[config.mk]
export PLATFORM = sky130hd
export DESIGN_NAME = wasm_exec_seq
export DESIGN_NICKNAME = d
export VERILOG_FILES = /design/src/rtl/wasm_seq_pkg.sv /design/src/rtl/wasm_depth_chk.sv /design/src/rtl/wasm_exec_seq.sv
export SDC_FILE = /design/constraint.sdc
export NUM_CORES = 1
export LEC_CHECK = 0
export ABC_AREA = 1
export CAP_MARGIN = 5
export CORE_MARGIN = 2
export CORE_UTILIZATION = 55
export DETAILED_ROUTE_END_ITERATION = 12
export PLACE_DENSITY = 0.79
export SKIP_LAST_GASP = 1
export SLEW_MARGIN = 15
export SYNTH_ARGS = -nofsm -noshare
export SYNTH_HDL_FRONTEND = slang
export SYNTH_HIERARCHICAL = 1
export SYNTH_SLANG_ARGS = --single-unit
[constraint.sdc]
create_clock -name i_clk -period 3.8 [get_ports i_clk]
set_input_delay 0.76 -clock i_clk [delete_from_list [all_inputs] [get_ports i_clk]]
set_output_delay 0.76 -clock i_clk [all_outputs]
set_load 0.01 [all_outputs]
[src/rtl/wasm_seq_pkg.sv]
`default_nettype none
// ============================================================================
// Module      : wasm_seq_pkg
// Description : Shared definitions for the WASM execution sequencer: op-class
//               codes, sticky error codes, push-source select encodings and
//               the sequencer state enum.
// Revision    : 1.0 - initial release
// ============================================================================
package wasm_seq_pkg;

    // Decoded op classes
    localparam logic [2:0] c_CLS_ALU   = 3'd0;
    localparam logic [2:0] c_CLS_LOAD  = 3'd1;
    localparam logic [2:0] c_CLS_STORE = 3'd2;
    localparam logic [2:0] c_CLS_CONST = 3'd3;
    localparam logic [2:0] c_CLS_LGET  = 3'd4;
    localparam logic [2:0] c_CLS_LSET  = 3'd5;
    localparam logic [2:0] c_CLS_ILL   = 3'd6;
    localparam logic [2:0] c_CLS_END   = 3'd7;

    // Sticky error codes
    localparam logic [2:0] c_ERR_NONE  = 3'd0;
    localparam logic [2:0] c_ERR_UNDER = 3'd1;
    localparam logic [2:0] c_ERR_OVER  = 3'd2;
    localparam logic [2:0] c_ERR_TMO   = 3'd3;
    localparam logic [2:0] c_ERR_ILL   = 3'd4;

    // Push-source select for the stack write mux
    localparam logic [1:0] c_PSEL_ALU   = 2'b00;
    localparam logic [1:0] c_PSEL_MEM   = 2'b01;
    localparam logic [1:0] c_PSEL_CONST = 2'b10;
    localparam logic [1:0] c_PSEL_LOC   = 2'b11;

    typedef enum logic [2:0] {
        ST_IDLE     = 3'd0,
        ST_RUN      = 3'd1,
        ST_WAIT_MEM = 3'd2,
        ST_DONE     = 3'd3,
        ST_ERR      = 3'd4
    } seq_state_e;

endpackage
`default_nettype wire

[src/rtl/wasm_depth_chk.sv]
`default_nettype none
// ============================================================================
// Module      : wasm_depth_chk
// Description : Combinational operand-stack depth checker. Flags underflow
//               (pop more than held) and overflow (result above ST_DEPTH) and
//               supplies the post-op depth.
// Ports       : i_depth     current occupancy
//               i_pop_num   entries popped
//               i_push_num  entries pushed
//               o_underflow depth < pop
//               o_overflow  depth - pop + push > ST_DEPTH (only if no underflow)
//               o_next      depth - pop + push
// Revision    : 1.0 - initial release
// ============================================================================
module wasm_depth_chk #(
    parameter int ST_DEPTH = 64,
    parameter int POP_MAX  = 3,
    localparam int DW      = $clog2(ST_DEPTH + 1),
    localparam int PW      = $clog2(POP_MAX + 1)
) (
    input  logic [DW-1:0] i_depth,
    input  logic [PW-1:0] i_pop_num,
    input  logic          i_push_num,
    output logic          o_underflow,
    output logic          o_overflow,
    output logic [DW-1:0] o_next
);

    // One extra bit so the overflow compare never wraps.
    localparam int XW = DW + 1;

    logic [XW-1:0] w_depth_x;
    logic [XW-1:0] w_pop_x;
    logic [XW-1:0] w_push_x;
    logic [XW-1:0] w_sum_x;

    assign w_depth_x   = XW'(i_depth);
    assign w_pop_x     = XW'(i_pop_num);
    assign w_push_x    = XW'(i_push_num);
    assign w_sum_x     = w_depth_x - w_pop_x + w_push_x;

    assign o_underflow = (w_depth_x < w_pop_x);
    assign o_overflow  = !o_underflow && (w_sum_x > XW'(ST_DEPTH));
    assign o_next      = w_sum_x[DW-1:0];

endmodule
`default_nettype wire

[src/rtl/wasm_exec_seq.sv]
`default_nettype none
// ============================================================================
// Module      : wasm_exec_seq
// Description : Execution sequencer between decoder and datapath. Tracks
//               operand-stack depth, rejects under/overflowing or illegal ops,
//               runs a req/ack handshake with timeout for line-memory loads
//               and reports run/done/error with a sticky error code.
// Ports       : i_clk/i_rst_n clock, async active-low reset
//               i_start, i_clr_err            control pulses
//               i_op_vld/i_op_class/i_pop_num/i_push_num  decoded op
//               o_op_rdy, o_stk_pop, o_stk_push, o_push_sel  issue strobes
//               o_mem_req/i_mem_ack           load handshake
//               o_depth, o_busy, o_done, o_err, o_err_code  status
// Options     : WASM_SEQ_PERF_EN adds o_cyc_cnt (busy cycles) and o_ret_cnt
//               (accepted ops), both saturating and cleared on i_start.
// Revision    : 1.0 - initial release
// ============================================================================
module wasm_exec_seq
    import wasm_seq_pkg::*;
#(
    parameter int ST_WIDTH    = 32,
    parameter int ST_DEPTH    = 64,
    parameter int POP_MAX     = 3,
    parameter int MEM_TIMEOUT = 255,
    localparam int DW         = $clog2(ST_DEPTH + 1),
    localparam int PW         = $clog2(POP_MAX + 1)
) (
    input  logic          i_clk,
    input  logic          i_rst_n,
    input  logic          i_start,
    input  logic          i_clr_err,
    input  logic          i_op_vld,
    input  logic [2:0]    i_op_class,
    input  logic [PW-1:0] i_pop_num,
    input  logic          i_push_num,
    output logic          o_op_rdy,
    output logic [PW-1:0] o_stk_pop,
    output logic          o_stk_push,
    output logic [1:0]    o_push_sel,
    output logic          o_mem_req,
    input  logic          i_mem_ack,
    output logic [DW-1:0] o_depth,
    output logic          o_busy,
    output logic          o_done,
    output logic          o_err,
`ifdef WASM_SEQ_PERF_EN
    output logic [31:0]   o_cyc_cnt,
    output logic [31:0]   o_ret_cnt,
`endif
    output logic [2:0]    o_err_code
);

    localparam int TW = $clog2(MEM_TIMEOUT + 1);

    if (((ST_DEPTH & (ST_DEPTH - 1)) != 0) || (ST_WIDTH < 1) ||
        (POP_MAX < 1) || (MEM_TIMEOUT < 1)) begin : g_param_chk
        $error("wasm_exec_seq: illegal parameter set");
    end

    seq_state_e    state_q;
    logic [DW-1:0] depth_q;
    logic [2:0]    err_code_q;
    logic [TW-1:0] tmo_q;
    logic          mem_req_q;
    logic          busy_q;
    logic          done_q;
    logic          err_q;

    logic          w_under;
    logic          w_over;
    logic [DW-1:0] w_next_depth;
    logic          w_ill;
    logic          w_is_load;
    logic          w_issue;
    logic          w_ack;
    logic          w_start;

    wasm_depth_chk #(
        .ST_DEPTH (ST_DEPTH),
        .POP_MAX  (POP_MAX)
    ) u_depth_chk (
        .i_depth     (depth_q),
        .i_pop_num   (i_pop_num),
        .i_push_num  (i_push_num),
        .o_underflow (w_under),
        .o_overflow  (w_over),
        .o_next      (w_next_depth)
    );

    assign w_ill     = (i_op_class == c_CLS_ILL);
    assign w_is_load = (i_op_class == c_CLS_LOAD);
    // An op that passes every check; LOAD is issued but not yet retired.
    assign w_issue   = (state_q == ST_RUN) && i_op_vld && !w_ill && !w_under && !w_over;
    assign w_ack     = (state_q == ST_WAIT_MEM) && i_mem_ack;
    assign w_start   = i_start && ((state_q == ST_IDLE) || (state_q == ST_DONE));

    always_comb begin
        o_op_rdy   = (w_issue && !w_is_load) || w_ack;
        o_stk_pop  = w_issue ? i_pop_num : '0;
        o_stk_push = (w_issue && !w_is_load && i_push_num) || w_ack;
        o_push_sel = c_PSEL_ALU;
        if (w_ack) begin
            o_push_sel = c_PSEL_MEM;
        end else if (w_issue) begin
            if (i_op_class == c_CLS_CONST) begin
                o_push_sel = c_PSEL_CONST;
            end else if (i_op_class == c_CLS_LGET) begin
                o_push_sel = c_PSEL_LOC;
            end
        end
    end

    always_ff @(posedge i_clk or negedge i_rst_n) begin
        if (!i_rst_n) begin
            state_q    <= ST_IDLE;
            depth_q    <= '0;
            err_code_q <= c_ERR_NONE;
            tmo_q      <= '0;
            mem_req_q  <= 1'b0;
            busy_q     <= 1'b0;
            done_q     <= 1'b0;
            err_q      <= 1'b0;
        end else begin
            case (state_q)
                ST_IDLE, ST_DONE: begin
                    if (w_start) begin
                        state_q <= ST_RUN;
                        depth_q <= '0;
                        busy_q  <= 1'b1;
                        done_q  <= 1'b0;
                    end
                end
                ST_RUN: begin
                    if (i_op_vld) begin
                        if (w_ill || w_under || w_over) begin
                            state_q    <= ST_ERR;
                            busy_q     <= 1'b0;
                            err_q      <= 1'b1;
                            err_code_q <= w_ill   ? c_ERR_ILL   :
                                          w_under ? c_ERR_UNDER : c_ERR_OVER;
                        end else if (w_is_load) begin
                            // Pops happen now; the push comes with the ack.
                            state_q   <= ST_WAIT_MEM;
                            depth_q   <= depth_q - DW'(i_pop_num);
                            mem_req_q <= 1'b1;
                            tmo_q     <= '0;
                        end else begin
                            depth_q <= w_next_depth;
                            if (i_op_class == c_CLS_END) begin
                                state_q <= ST_DONE;
                                busy_q  <= 1'b0;
                                done_q  <= 1'b1;
                            end
                        end
                    end
                end
                ST_WAIT_MEM: begin
                    // Ack is tested first so a same-cycle ack beats the timeout.
                    if (i_mem_ack) begin
                        state_q   <= ST_RUN;
                        depth_q   <= depth_q + DW'(1);
                        mem_req_q <= 1'b0;
                    end else if (tmo_q == TW'(MEM_TIMEOUT - 1)) begin
                        state_q    <= ST_ERR;
                        mem_req_q  <= 1'b0;
                        busy_q     <= 1'b0;
                        err_q      <= 1'b1;
                        err_code_q <= c_ERR_TMO;
                    end else begin
                        tmo_q <= tmo_q + TW'(1);
                    end
                end
                ST_ERR: begin
                    if (i_clr_err) begin
                        state_q    <= ST_IDLE;
                        err_q      <= 1'b0;
                        err_code_q <= c_ERR_NONE;
                    end
                end
                default: begin
                    state_q <= ST_IDLE;
                end
            endcase
        end
    end

    assign o_mem_req  = mem_req_q;
    assign o_depth    = depth_q;
    assign o_busy     = busy_q;
    assign o_done     = done_q;
    assign o_err      = err_q;
    assign o_err_code = err_code_q;

`ifdef WASM_SEQ_PERF_EN
    logic [31:0] cyc_cnt_q;
    logic [31:0] ret_cnt_q;

    always_ff @(posedge i_clk or negedge i_rst_n) begin
        if (!i_rst_n) begin
            cyc_cnt_q <= '0;
            ret_cnt_q <= '0;
        end else if (w_start) begin
            cyc_cnt_q <= '0;
            ret_cnt_q <= '0;
        end else begin
            if (((state_q == ST_RUN) || (state_q == ST_WAIT_MEM)) && !(&cyc_cnt_q)) begin
                cyc_cnt_q <= cyc_cnt_q + 32'd1;
            end
            if (o_op_rdy && !(&ret_cnt_q)) begin
                ret_cnt_q <= ret_cnt_q + 32'd1;
            end
        end
    end

    assign o_cyc_cnt = cyc_cnt_q;
    assign o_ret_cnt = ret_cnt_q;
`endif

endmodule
`default_nettype wire

==> results of run 1 <==
-- worst min-delay path, cell delays in order, from the launching register on --
cell and delay [ps]:
dfrtp_1 350, nand2_1 50, nand2_1 50
-- what timing repair did --
| item | 4_1_cts | 5_1_grt |
|---|---|---|
| buffers inserted | 4 | 3 |
| resized for setup | 49 | 1 |
| hold buffers | 0 | 0 |
| pin swaps | 11 | 9 |
| setup endpoints to repair | 6 | 6 |
-- cells in the mapped netlist, drive strengths merged --
cell type,count
nand2,138
inv,67
nand3,51
nor2,42
dfrtp,25
ha,18
o21ai,13
a21oi,9
nand4,5
xor2,4
nor3,3
xnor2,3
buf,2
fa,2
o21bai,2
and2,1
clkbuf,1
clkinv,1
nand3b,1
o21a,1
o31ai,1
or2,1
-- how the worst max path moves through the flow --
stage / startpoint / endpoint / slack [ps] / cells after the start
finish: i_pop_num[0] / o_stk_push / -230 / 21
global route: i_pop_num[0] / o_stk_push / -370 / 21
floorplan: i_pop_num[0] / o_stk_push / 60 / 18
global placement: i_pop_num[0] / o_stk_push / -900 / 21
CTS: i_pop_num[0] / o_stk_push / -160 / 21
detailed placement: i_pop_num[0] / o_stk_push / -990 / 22
-- cell type report --
| type | count | area, um2 |
|---|---|---|
| inverters | 68 | 258 |
| repair buffers | 63 | 526 |
| clock buffers | 3 | 41.3 |
| flip-flops and latches | 25 | 626 |
| multi-input cells | 295 | 1660 |
| well taps | 52 | 65.1 |
| clock inverters | 1 | 7.51 |
| fillers | 365 | 1210 |
-- stage by stage --
stage / cell area (um2) / util / TNS (ps) / cells / setup slack (ps)
floorplan: 2500 / - / 0 / 391 / 59.8
detailed placement: 3050 / 0.695 / -5440 / 496 / -990
finish: 3180 / 0.725 / -1050 / 507 / -235
global placement: 3050 / 0.695 / -4930 / 496 / -897
CTS: 3160 / 0.721 / -567 / 504 / -158
global route: 3180 / 0.725 / -1870 / 507 / -371
-- state kept, by name (all words and copies together), names as in the netlist --
name	flops
tmo_q	8
o_depth	7
o_err_code	3
state_q	3
o_busy	1
o_done	1
o_err	1
o_mem_req	1
-- per-layer routing --
metal | track usage | up-vias | part of all wire
li1 | - | 1349 | -
met1 | 0.372 | 1207 | 0.46
met2 | 0.428 | 84 | 0.46
met3 | 0.0380 | 15 | 0.060
met4 | 0.0755 | 0 | 0.016
met5 | 0 | - | 0
-- cell families (layout without fill, tap and decap cells) --
family | Yosys count | count (layout)
compound gates | 26 | 26
xor+xnor | 7 | 7
fa+ha+maj | 20 | 20
buf+inv | 71 | 135
flops | 25 | 25
simple gates | 242 | 242
-- power groups by stage --
stage / Sequential, uW / Combinational (uW) / Clock (uW)
finish: 413 / 1880 / 168
global route: 425 / 2080 / 180
CTS: 412 / 1810 / 170
detailed placement: 414 / 1720 / 0
global placement: 410 / 1690 / 0
floorplan: 449 / 1110 / 0
==> flow_summary.toml, run 1 <==
[status]
status = "finished with violations"
violations = "negative setup slack"

[global_routing]
grt_pass1_wl_mm = 11.0
gr-total-overflow = 0
grt_pass1_vias = 2517
grt_max_degree = 26
grt_usage = 0.265
antenna_found_initial = 0

[timing]
timing.final.ws_setup_ps = -235
rsz0062_at_grt = "yes"
holdWs_ps = 481
finalHoldViolations = 0
relSlewSlack = 0.768
period_share = 1.06
skew_ps = 3.96
drv_slew = 0
fmax_mhz = 248
worst_slew_pin_slew_ps = 348
setup_viol = 6
timing.final.crit_period_ps = 4030

[critical_path]
crit_top_cell = "nand2_1"
critPathKind = "in -> out"
cp_max_fo = 3
r2r_end = "o_depth[3]"
reg2reg_depth = 24
rrSetupSlack_ps = 430
crit_slowest_cell = "fa_2"
critPathCaptureType = "output port"
cp_cell_sequence = "buf_8 -> ha_4 -> inv_2 -> ha_4 -> inv_2 -> fa_2 -> nand2_1 -> nor2_1 -> nand3_1 -> nor2_1 -> nand2_1 -> nand2_1 -> a21oi_2 -> inv_1 -> nand3_2 -> nor3_2 -> buf_4 -> nand2_2 -> nand2_2 -> o21a_1 -> buf_2"
cp-start-kind = "input port"
cpLargestDelayFamily = "simple AND/OR/NAND/NOR gates"
critical_path_required_ps = 3040
r2r_start = "o_depth[0]"
arrival_ps = 3270
max_stage_delay_ps = 530
cp.buffers_inverters = 6

[routing]
vias_per_cell = 5.24
finalWirelength_mm = 6.42
num_vias = 2655
drtIter0Drc = 171
wl_per_cell_um = 12.7
drtPass1Iterations = 5
drc_errors = 0
antenna_left = 0

[min_path]
min_path_cells = 2
hold_path_class = "reg -> reg"
hold-path-endpoint = "o_err"
min-delay-start = "o_err"

[clock_network]
clock_path_buffers = 2
cts_made_buffers = 3
cts_tree = "built"
insertion_delay_ps = 270
cts.sinks = 25
root_buffer = "clkbuf_8"
cts_max_level = 1
clk_pin_slew_ps = 100

[synth]
synth_nets = 423
synth_top_family_by_area = "simple AND/OR/NAND/NOR gates"
syn_area_per_cell_um2 = 6.40
synth_top_area_cell = "dfrtp_1"
syn-cell-area_mm2 = 0.00250
synthAdderAreaFrac = 0.106
synthCells = 391
yosys_register_bits = 25
muxShareOfSynthArea = 0
synth_top_area_share = 0.250
synth_cell_type_count = 37
yosys_warnings = 6
synth_simple_gate_area_frac = 0.442
synth_area_leaders = "dfrtp_1, nand2_1, nand3_1"
synth_compound_area_frac = 0.0665
synth_xor_area_frac = 0.0245
yosysSeqAreaShare = 0.250

[power_and_ir_drop]
p_sw_frac = 0.506
vdd_ir_drop_max_v = 0.000464
p_leak_uw = 0.00169
pwr-share-comb = 0.764
p_seq_frac = 0.168
p_sw_uw = 1240
total_power_uw = 2460
clkPwrFrac = 0.068
internal_power_uw = 1210
power_density_mw_per_mm2 = 773

[cells_and_area]
final_common_cell = "nand2_1"
drive_gt1_frac = 0.202
area_delta_synth_final_pct = 26.9
n_antenna_cell = 0
fin_nets = 488
layout_common_cells = "nand2_1, inv_1, nand3_1"

[floorplan]
start_util = 0.571
fp.dieW_um = 71.5
rows = 24
dieArea_mm2 = 0.00511
coreArea_mm2 = 0.00438
pin_count = 32
die_h_um = 71.5

[flow_run]
max_cap_violations = 0

[placed_design]
hpwl_mm = 4.80
numPortBuffers = 31
place.gp.congestion = 0.933
No activity file was read; power rests on OpenSTA's default activity.
==> run 2, diff against run 1 <==
--- a/config.mk
+++ b/config.mk
@@ -9,6 +9,7 @@
 export CAP_MARGIN = 5
 export CORE_MARGIN = 2
 export CORE_UTILIZATION = 55
+export CTS_CLUSTER_SIZE = 20
 export DETAILED_ROUTE_END_ITERATION = 12
 export PLACE_DENSITY = 0.79
 export SKIP_LAST_GASP = 1
==> results of run 2 <==
No change in the layout: final DEF, timing and power equal those of run 1.
